===== config.mk =====
export PLATFORM = sky130hd
export DESIGN_NAME = fetch_decode_stage
export DESIGN_NICKNAME = d
export VERILOG_FILES = /design/src/rtl/fetch_decode_stage.sv
export SDC_FILE = /design/constraint.sdc
export NUM_CORES = 1
export LEC_CHECK = 0
export ABC_AREA = 1
export BUFFER_PORTS_ARGS = -buffer_cell sky130_fd_sc_hd__buf_2
export CAP_MARGIN = 30
export CORE_UTILIZATION = 45
export DETAILED_ROUTE_END_ITERATION = 6
export GPL_TIMING_DRIVEN = 0
export PLACE_DENSITY = 0.86
export SETUP_SLACK_MARGIN = 0.5
export SLEW_MARGIN = 20
export SYNTH_ARGS = -nofsm -noshare
export SYNTH_HDL_FRONTEND = slang
export SYNTH_SLANG_ARGS = --single-unit
export TNS_END_PERCENT = 50

===== constraint.sdc =====
create_clock -name clk -period 4.6 [get_ports clk]
set_clock_uncertainty 0.15 [all_clocks]
set_input_delay 1.38 -clock clk [delete_from_list [all_inputs] [get_ports clk]]
set_output_delay 1.38 -clock clk [all_outputs]
set_load 0.005 [all_outputs]

===== src/rtl/fetch_decode_stage.sv =====
// Instruction fetch plus the F/D pipeline register.
// Holds the PC on stall, redirects from decode, and inserts bubbles.
module fetch_decode_stage #(
   parameter logic [31:0] RESET_PC    = 32'h0000_0000,
   parameter int          PC_STEP     = 4,
   parameter int          STALL_CNT_W = 16
) (
   input  logic                   clk,
   input  logic                   reset,
   input  logic                   f_stall,
   input  logic                   d_stall,
   input  logic                   d_pc_src,
   input  logic [31:0]            d_target,
   input  logic [31:0]            imem_rdata,
   output logic [31:0]            imem_addr,
   output logic [31:0]            f_pc,
   output logic [31:0]            d_instr,
   output logic [31:0]            d_pc_plus4,
   output logic                   d_valid,
   output logic                   misalign_err,
   output logic [STALL_CNT_W-1:0] stall_count
);

   localparam logic [31:0] STEP = 32'(PC_STEP);

   logic        hold_f;
   logic        redirect;
   logic        tgt_misaligned;
   logic [31:0] tgt;
   logic [31:0] pc_seq;
   logic        cnt_sat;

   assign hold_f         = f_stall | d_stall;
   assign redirect       = d_pc_src & ~hold_f;
   assign tgt            = {d_target[31:2], 2'b00};
   assign tgt_misaligned = d_target[1:0] != 2'b00;
   assign pc_seq         = f_pc + STEP;
   assign cnt_sat        = &stall_count;
   assign imem_addr      = f_pc;

   // PC: a decode stall also freezes fetch so nothing is dropped
   always_ff @(posedge clk) begin
      if (reset) begin
         f_pc <= RESET_PC;
      end else if (hold_f) begin
         f_pc <= f_pc;
      end else if (d_pc_src) begin
         f_pc <= tgt;
      end else begin
         f_pc <= pc_seq;
      end
   end

   // F/D: a stalled decode keeps its instruction and ignores its redirect
   always_ff @(posedge clk) begin
      if (reset) begin
         d_instr    <= '0;
         d_pc_plus4 <= '0;
         d_valid    <= 1'b0;
      end else if (d_stall) begin
         d_instr    <= d_instr;
         d_pc_plus4 <= d_pc_plus4;
         d_valid    <= d_valid;
      end else if (d_pc_src || f_stall) begin
         d_instr    <= '0;
         d_pc_plus4 <= '0;
         d_valid    <= 1'b0;
      end else begin
         d_instr    <= imem_rdata;
         d_pc_plus4 <= pc_seq;
         d_valid    <= 1'b1;
      end
   end

   always_ff @(posedge clk) begin
      if (reset) begin
         misalign_err <= 1'b0;
      end else if (redirect && tgt_misaligned) begin
         misalign_err <= 1'b1;
      end
   end

   always_ff @(posedge clk) begin
      if (reset) begin
         stall_count <= '0;
      end else if (hold_f && !cnt_sat) begin
         stall_count <= stall_count + 1'b1;
      end
   end

endmodule


==> results.json, run 1 <==
{
  "worstSetupPathType": "register to output pin",
  "cts_inserted_buffers": 9,
  "cts-resized-gates": 0,
  "max_freq_ghz": 0.377,
  "viasPerCell": 5.04,
  "grt_pass1_wl_microns": 26400,
  "synthMostInstantiatedCell": "nand2_1",
  "nNetsFinal": 1078,
  "max_stage_delay_ns": 0.50,
  "cts_hold_buf": 0,
  "portBuffers": 206,
  "drive_above_1_share_pct": 30.4,
  "antenna_found_initial": 0,
  "diodes": 0,
  "die_y_microns": 113,
  "ys_top_cells_by_count": "nand2_1 (265), dfxtp_1 (110), a21oi_1 (94)",
  "post_drt_wl_per_cell_microns": 13.9,
  "period_needed_ns": 2.65,
  "routabilityCongestion": 0.935,
  "startpoint_type": "register",
  "drv_cap": 0,
  "grt_max_degree": 19,
  "fin_crit_sh_pct": 57.6,
  "p_per_area_nw_per_um2": 284,
  "dr.pass1.iters": 5,
  "htreeDepth": 3,
  "synth_area_sq_um": 5510,
  "worstHoldStart": "misalign_err",
  "ys_types": 33,
  "grt_use_met3_pct": 5.35,
  "cts.sinks": 110,
  "finalPower_uw": 2000,
  "outcome": "finished clean",
  "synth_flop_cell": "dfxtp_1",
  "yosys.area.top_type_share_pct": 40.0,
  "path_cells": "buf_4 > buf_2",
  "synth_area_leaders": "dfxtp_1 (40%), nand2_1 (18%), a21oi_1 (8.5%), buf_4 (5.0%), inv_1 (4.3%)",
  "die_x_microns": 113,
  "synth.ff_latch_count": 110,
  "critPathSlowestCell": "dfxtp_1",
  "critPathArrivalTime_ns": 1.12,
  "grt-ovfl-total": 0,
  "placed_area_sq_um": 6740,
  "cp_top_family": "flip-flops",
  "syn_to_final_growth_pct": 28.0,
  "use_met1_pct": 32.5,
  "pre_cts_slack_ns": 1.69,
  "hold_class": "register to register",
  "design_area_sq_um": 7050,
  "cts_tree": "built",
  "clock_path_buffers": 2,
  "yosys_warnings": 0,
  "drc_errors": 0,
  "vias": 5842,
  "setup_viol": 0,
  "use_met2_pct": 44.3,
  "grtUsageTotal_pct": 26.1,
  "tightest_slew_ns": 0.775,
  "synth_cells": 785,
  "slew-limit-headroom_pct": 48.3,
  "fp.coreArea_sq_um": 12000,
  "start_util_pct": 46.0,
  "ff2ff_setup_slack_ns": 2.66,
  "final_cells": 1159,
  "clk_pin_slew_ns": 0.08,
  "rows": 40,
  "required_ns": 3.07,
  "synth_edf_count": 0,
  "endpoint_kind": "output pin",
  "hpwl_microns": 12200,
  "ir_worst_vdd_uv": 207,
  "fin_setup_tns_ns": 0,
  "setup_ws_ns": 1.95,
  "dr.first_iter.drc_count": 503,
  "clock_latency_ns": 0.35,
  "leakagePower_uw": 0.00324,
  "yosys.area.top_type": "dfxtp_1",
  "async_flop_share_pct": 0,
  "crit_start": "f_pc[17]",
  "ioPinCount": 215,
  "grt_most_used_layer": "met2",
  "worst_r2r_startpoint": "stall_count[1]",
  "ys_seq_area_share_pct": 40.0,
  "cts_setup_buffers": 0,
  "wl_microns": 16200,
  "place_inst": 1143,
  "avgSynthCellArea_sq_um": 7.01,
  "dieArea_sq_um": 12700,
  "rsz0062_at_grt": "false",
  "drv_slew": 0,
  "worstPathMaxFanout": 6,
  "cts-root-buf": "clkbuf_16",
  "hold_violations": 0,
  "drtAntennaViolNets": 0,
  "critical_path_buf_inv_count": 2,
  "grt_pass1_vias": 5404
}
-- area by class of cell --
cell class | instances | area (sq um)
clock inverter | 6 | 68.8
sequential | 110 | 2200
tap | 147 | 184
multi-input combinational | 545 | 2620
fill | 1131 | 4910
clock buffer | 10 | 239
inverter | 67 | 254
timing repair buffer | 206 | 1030
buffer | 68 | 448
-- cell usage in the layout (no fill, tap or decap), types with 18 or more instances in the layout --
master,synthesis,final
a21oi_1,94,94
inv_1,63,63
o21ai_0,21,21
clkbuf_1,18,18
nor2_1,44,44
buf_4,37,37
buf_2,7,213
dfxtp_1,110,110
nand2_1,265,265
nand3_1,31,31
-- path summary, 6_finish.rpt --
check        depth (start not counted)              end
max                                  2    imem_addr[17]
min                                  2     misalign_err
max reg2reg                          9  stall_count[14]
min reg2reg                          2     misalign_err
-- power by group --
group          internal, uW  total [uW]  switching, uW
clock                   441         810            369
sequential              973         998           25.2
combinational          86.8         192            105
total                  1500        2000            499
-- cells by family (layout without fill, tap and decap cells) --
family / count (synthesis) / in the layout / share of synthesized area, %
other: 1 / 6 / 0.0681
buffers and inverters: 135 / 357 / 12.7
xor gates and xnor gates: 15 / 15 / 2.52
DFF: 110 / 110 / 40.0
and+or+nand+nor: 379 / 379 / 30.0
AOI/OAI and AO/OA: 143 / 143 / 14.2
adders and majority gates: 2 / 2 / 0.454
-- metrics by stage --
stage	utilization, %	hold WS [ns]
2_1_floorplan	-	0.297
3_3_place_gp	56.3	0.286
3_5_place_dp	56.3	0.299
4_1_cts	58.9	0.311
5_1_grt	58.9	0.330
6_report	58.9	0.311
-- worst register-to-register path, stage by stage (launching register included) --
cell and delay (ns):
dfxtp_1 0.42, ha_1 0.28, nand3_2 0.18, nor2_4 0.17
nand3_2 0.09, nand2_4 0.15, inv_2 0.09, buf_6 0.15
nand2_1 0.08, a21oi_2 0.05
-- per-layer routing --
layer | wire length, microns | vias to the layer above
met5 | 0 | -
met2 | 7680 | 243
met4 | 474 | 0
li1 | - | 2912
met3 | 1170 | 39
met1 | 6840 | 2648
-- sequential cells by signal (all words and copies together) (netlist names) --
signal        flops
d_instr          32
d_pc_plus4       30
d_valid           1
f_pc             30
misalign_err      1
stall_count      16
(Power assumes the default switching activity.)
==> run 2, diff against run 1 <==
Settings changed: CORE_UTILIZATION 45 to 44, PLACE_DENSITY 0.86 to 0.87.
Clock period 4.6 ns to 2.2 ns, I/O delays scaled along.
==> results.json, run 2 (synthesized netlist as in run 1, its figures left out) <==
{
  "rsz0062_at_grt": "true",
  "setup_viol": 0,
  "outcome": "finished clean",
  "critPathSlowestCell": "dfxtp_4",
  "leakagePower_uw": 0.00374,
  "rows": 40,
  "vias": 6644,
  "cts.sinks": 110,
  "drv_cap": 0,
  "largest_register_ffs": 32,
  "final_util_pct": 68.7,
  "clk_pin_slew_ns": 0.07,
  "reg.largest.list": "d_instr: 32 flops, d_pc_plus4: 30 flops, f_pc: 30 flops",
  "fin_crit_sh_pct": 87.7,
  "period_needed_ns": 1.93,
  "nNetsFinal": 1134,
  "pre_cts_slack_ns": 0.0273,
  "fin_setup_tns_ns": 0,
  "final_cells": 1236,
  "ir_worst_vdd_uv": 397,
  "path_cells": "ha_4 > nand3_2 > nor2_4 > nand3_2 > nor2_1 > nand2_1 > nand3_1 > a21oi_1",
  "die_y_microns": 114,
  "critPathArrivalTime_ns": 1.98,
  "setup_ws_ns": 0.271,
  "grtUsageTotal_pct": 28.3,
  "max_freq_ghz": 0.518,
  "wl_microns": 20400,
  "layout_commonest_cell": "nand2_1",
  "die_x_microns": 114,
  "portBuffers": 206,
  "clock_path_buffers": 2,
  "fp.coreArea_sq_um": 12100,
  "syn_to_final_growth_pct": 51.1,
  "post_drt_wl_per_cell_microns": 16.5,
  "grt_use_met3_pct": 4.99,
  "grt_max_degree": 18,
  "crit_top_cell": "nand3_2",
  "place_inst": 1164,
  "worstPathMaxFanout": 4,
  "use_met1_pct": 33.5,
  "endpoint_kind": "register",
  "htreeDepth": 3,
  "layout_common_cells": "nand2_1 (247), buf_2 (178), a21oi_1 (85)",
  "grt_pass1_wl_microns": 28600,
  "max_stage_delay_ns": 0.39,
  "grt-ovfl-total": 0,
  "drv_slew": 0,
  "drc_errors": 0,
  "hpwl_microns": 12500,
  "p_per_area_nw_per_um2": 531,
  "drtAntennaViolNets": 0,
  "diodes": 0,
  "cts-root-buf": "clkbuf_16",
  "required_ns": 2.25,
  "use_met2_pct": 49.1,
  "hold_violations": 0,
  "finalPower_uw": 4420,
  "worstSetupPathType": "register to register",
  "antenna_found_initial": 0,
  "regMostFlops": "d_instr",
  "clock_latency_ns": 0.35,
  "drive_above_1_share_pct": 43.8,
  "start_util_pct": 45.5,
  "grt_most_used_layer": "met2",
  "startpoint_type": "register",
  "hold_class": "register to register",
  "viasPerCell": 5.38,
  "dr.pass1.iters": 6,
  "cts_tree": "built",
  "tightest_slew_ns": 0.780,
  "cts_inserted_buffers": 9,
  "slew-limit-headroom_pct": 48.0,
  "dieArea_sq_um": 13000,
  "ioPinCount": 215,
  "dr.first_iter.drc_count": 666,
  "routabilityCongestion": 0.946,
  "grt_pass1_vias": 5998
}
==> run 2: timing repair <==
item,CTS,global route
endpoints found under the setup margin,125,103
pin swaps,4,32
buffers inserted,33,23
cloned,0,0
resized for setup,134,95
hold buffers,0,0
==> run 2: layer usage <==
layer	share of wire [%]	vias to the layer above
li1	-	3016
met1	38	3053
met2	48	473
met3	9.6	102
met4	4.7	0
met5	0	-
==> run 2: stage by stage <==
step / hold WS [ns] / area, sq um
6_report: 0.297 / 8320
5_1_grt: 0.322 / 8320
2_1_floorplan: 0.297 / 5550
4_1_cts: 0.299 / 7820
3_3_place_gp: 0.285 / 6790
3_5_place_dp: 0.289 / 6790
==> run 2: worst paths after layout <==
check                from      endpoint  slack, ns  cells after the start
max reg2reg       f_pc[3]      f_pc[24]       0.27                      8
max               f_pc[3]      f_pc[24]       0.27                      8
min reg2reg  misalign_err  misalign_err       0.30                      2
min          misalign_err  misalign_err       0.30                      2
==> run 2: power breakdown <==
part / switching [uW] / leakage [uW] / internal (uW)
clock: 752 / 0.000162 / 1060
combinational: 284 / 0.00266 / 266
sequential: 48.9 / 0.000921 / 2010
total: 1090 / 0.00374 / 3340
==> run 2: area by class of cell <==
class	instances	area (sq um)
Sequential cell	110	2340
Tap cell	168	210
Clock buffer	11	253
Fill cell	987	3790
Clock inverter	5	81.3
Multi-Input combinational cell	545	2920
Inverter	67	259
Timing Repair Buffer	262	1660
Buffer	68	591
==> run 2: critical path: cells and delay by family (launching register included) <==
kind / cells / cell delay, ns
and+or+nand+nor: 6 / 0.96
adders and majority gates: 1 / 0.17
AOI/OAI and AO/OA: 1 / 0.12
DFF: 1 / 0.39
==> run 3, diff against run 2 <==
Settings changed: MAX_ROUTING_LAYER set to met4, SKIP_LAST_GASP set to 1.
==> results.json, run 3 (synthesized netlist as in run 1, its figures left out) <==
{
  "power.internal_uw": 3140,
  "worst_r2r_startpoint": "f_pc[2]",
  "largest_register_ffs": 32,
  "clock_latency_ns": 0.36,
  "setup_viol": 0,
  "critical_path_buf_inv_count": 0,
  "regMostFlops": "d_instr",
  "critPathArrivalTime_ns": 2.12,
  "drc_errors": 14,
  "fp.coreArea_sq_um": 12100,
  "hpwl_microns": 12400,
  "syn_to_final_growth_pct": 47.7,
  "period_needed_ns": 2.04,
  "tightest_slew_ns": 0.755,
  "grtUsageTotal_pct": 29.0,
  "vias": 6568,
  "power.switching_uw": 1080,
  "path_cells": "ha_4 > nand3_2 > nor2_4 > nand3_2 > nor2_1 > nand2_1 > nand3_1 > a21oi_1",
  "swShare_pct": 25.6,
  "reg.largest.list": "d_instr: 32 flops, d_pc_plus4: 30 flops, f_pc: 30 flops",
  "hold_violations": 0,
  "worstHoldStart": "d_instr[14]",
  "cts-root-buf": "clkbuf_16",
  "cts.sinks": 110,
  "grt_pass1_vias": 5901,
  "cp_top_family": "simple AND/OR/NAND/NOR gates",
  "pwr-share-comb_pct": 12.5,
  "worstPathMaxFanout": 4,
  "layout_common_cells": "nand2_1 (253), buf_2 (181), a21oi_1 (92)",
  "drv_slew": 0,
  "clk_pin_slew_ns": 0.08,
  "critPathSlowestCell": "dfxtp_4",
  "max_stage_delay_ns": 0.38,
  "cts_tree": "built",
  "layout_commonest_cell": "nand2_1",
  "max_freq_ghz": 0.491,
  "wl_microns": 19900,
  "fillCellCount": 982,
  "worstSetupPathType": "register to register",
  "grt_pass1_wl_microns": 28500,
  "post_drt_wl_per_cell_microns": 16.2,
  "htreeDepth": 3,
  "drive_above_1_share_pct": 41.5,
  "clkPwrFrac_pct": 38.9,
  "outcome": "finished, violations left",
  "clock_path_buffers": 2,
  "p_per_area_nw_per_um2": 519,
  "hold_class": "register to register",
  "seqPwrFrac_pct": 48.6,
  "dieArea_sq_um": 13000,
  "grt-ovfl-total": 0,
  "ioPinCount": 215,
  "crit_top_cell": "nand3_2",
  "viasPerCell": 5.35,
  "startpoint_type": "register",
  "portBuffers": 206,
  "grt_max_degree": 18,
  "routabilityCongestion": 0.928,
  "start_util_pct": 45.5,
  "fin_setup_tns_ns": 0,
  "nNetsFinal": 1125,
  "rows": 40,
  "die_x_microns": 114,
  "antenna_found_initial": 0,
  "ir_worst_vdd_uv": 609,
  "finalPower_uw": 4220,
  "drv_cap": 0,
  "die_y_microns": 114,
  "drtAntennaViolNets": 0,
  "crit_start": "f_pc[2]",
  "final_util_pct": 67.1,
  "endpoint_kind": "register",
  "dr.pass1.iters": 7,
  "violations": "design-rule violations",
  "dr.first_iter.drc_count": 769,
  "rsz0062_at_grt": "true",
  "diodes": 0,
  "fin_crit_sh_pct": 92.7,
  "required_ns": 2.28,
  "leakagePower_uw": 0.00369,
  "slew-limit-headroom_pct": 49.6,
  "cts_inserted_buffers": 9
}
[run 3: cell types whose count changed in the layout (fill, tap and decap cells not counted), moves of 3 or more]
cell	before	now
dfxtp_2	8	0
nor2_2	13	16
a21oi_1	85	92
dfxtp_4	35	40
a21oi_2	17	10
nand2_1	247	253
buf_6	70	75
buf_4	61	46
buf_2	178	181
nand2_2	16	10
dfxtp_1	67	70
[run 3: metal layers]
metal | up-vias | GRT usage, % | routed length (microns)
met5 | - | - | 0
met4 | 0 | 14.3 | 1100
met3 | 116 | 7.33 | 1860
met2 | 469 | 47.6 | 9380
met1 | 2979 | 33.0 | 7600
li1 | 3004 | - | -
[run 3: cell type report]
class / count / area (sq um) / share of cell area (%)
Buffer: 68 / 583 / 7.17
Clock buffer: 10 / 229 / 2.82
Timing Repair Buffer: 253 / 1600 / 19.7
Tap cell: 168 / 210 / 2.58
Multi-Input combinational cell: 545 / 2840 / 34.9
Clock inverter: 6 / 61.3 / 0.754
Sequential cell: 110 / 2350 / 28.9
Inverter: 67 / 256 / 3.15
[run 3: worst register-to-register path: cells and delay by family (launching register included)]
| kind | cells | cell delay [ns] |
|---|---|---|
| adders and majority gates | 1 | 0.17 |
| DFF | 1 | 0.38 |
| AOI/OAI and AO/OA | 1 | 0.09 |
| and+or+nand+nor | 6 | 1.11 |
[run 3: path summary, 6_finish.rpt]
| kind | end | slack, ns | depth (start not counted) |
|---|---|---|---|
| setup reg to reg | f_pc[24] | 0.16 | 8 |
| hold / removal | d_instr[14] | 0.31 | 2 |
| setup / recovery | f_pc[24] | 0.16 | 8 |
| hold reg to reg | d_instr[14] | 0.31 | 2 |
[run 3: timing repair]
action                     4_1_cts  5_1_grt
setup buffers                   37       10
pin swaps                        2       21
setup endpoints to repair      126      106
gates cloned                     0        0
hold buffers                     0        0
resized for setup              129       82
[run 3: power by group through the flow]
stage / Clock [uW] / Combinational [uW] / Sequential, uW
6_report: 1640 / 529 / 2050
5_1_grt: 1750 / 565 / 2060
4_1_cts: 1650 / 494 / 2050
3_5_place_dp: 0 / 405 / 2130
3_3_place_gp: 0 / 400 / 2130
2_1_floorplan: 0 / 219 / 2130
[run 3: metrics by stage]
step	std cells	hold slack [ns]	worst slack [ns]	instance area, sq um
6_report	1227	0.311	0.162	8130
3_3_place_gp	1164	0.285	0.0370	6790
2_1_floorplan	790	0.297	0.473	5550
3_5_place_dp	1164	0.296	0.0283	6790
5_1_grt	1227	0.329	0.0989	8130
4_1_cts	1217	0.306	0.408	7790
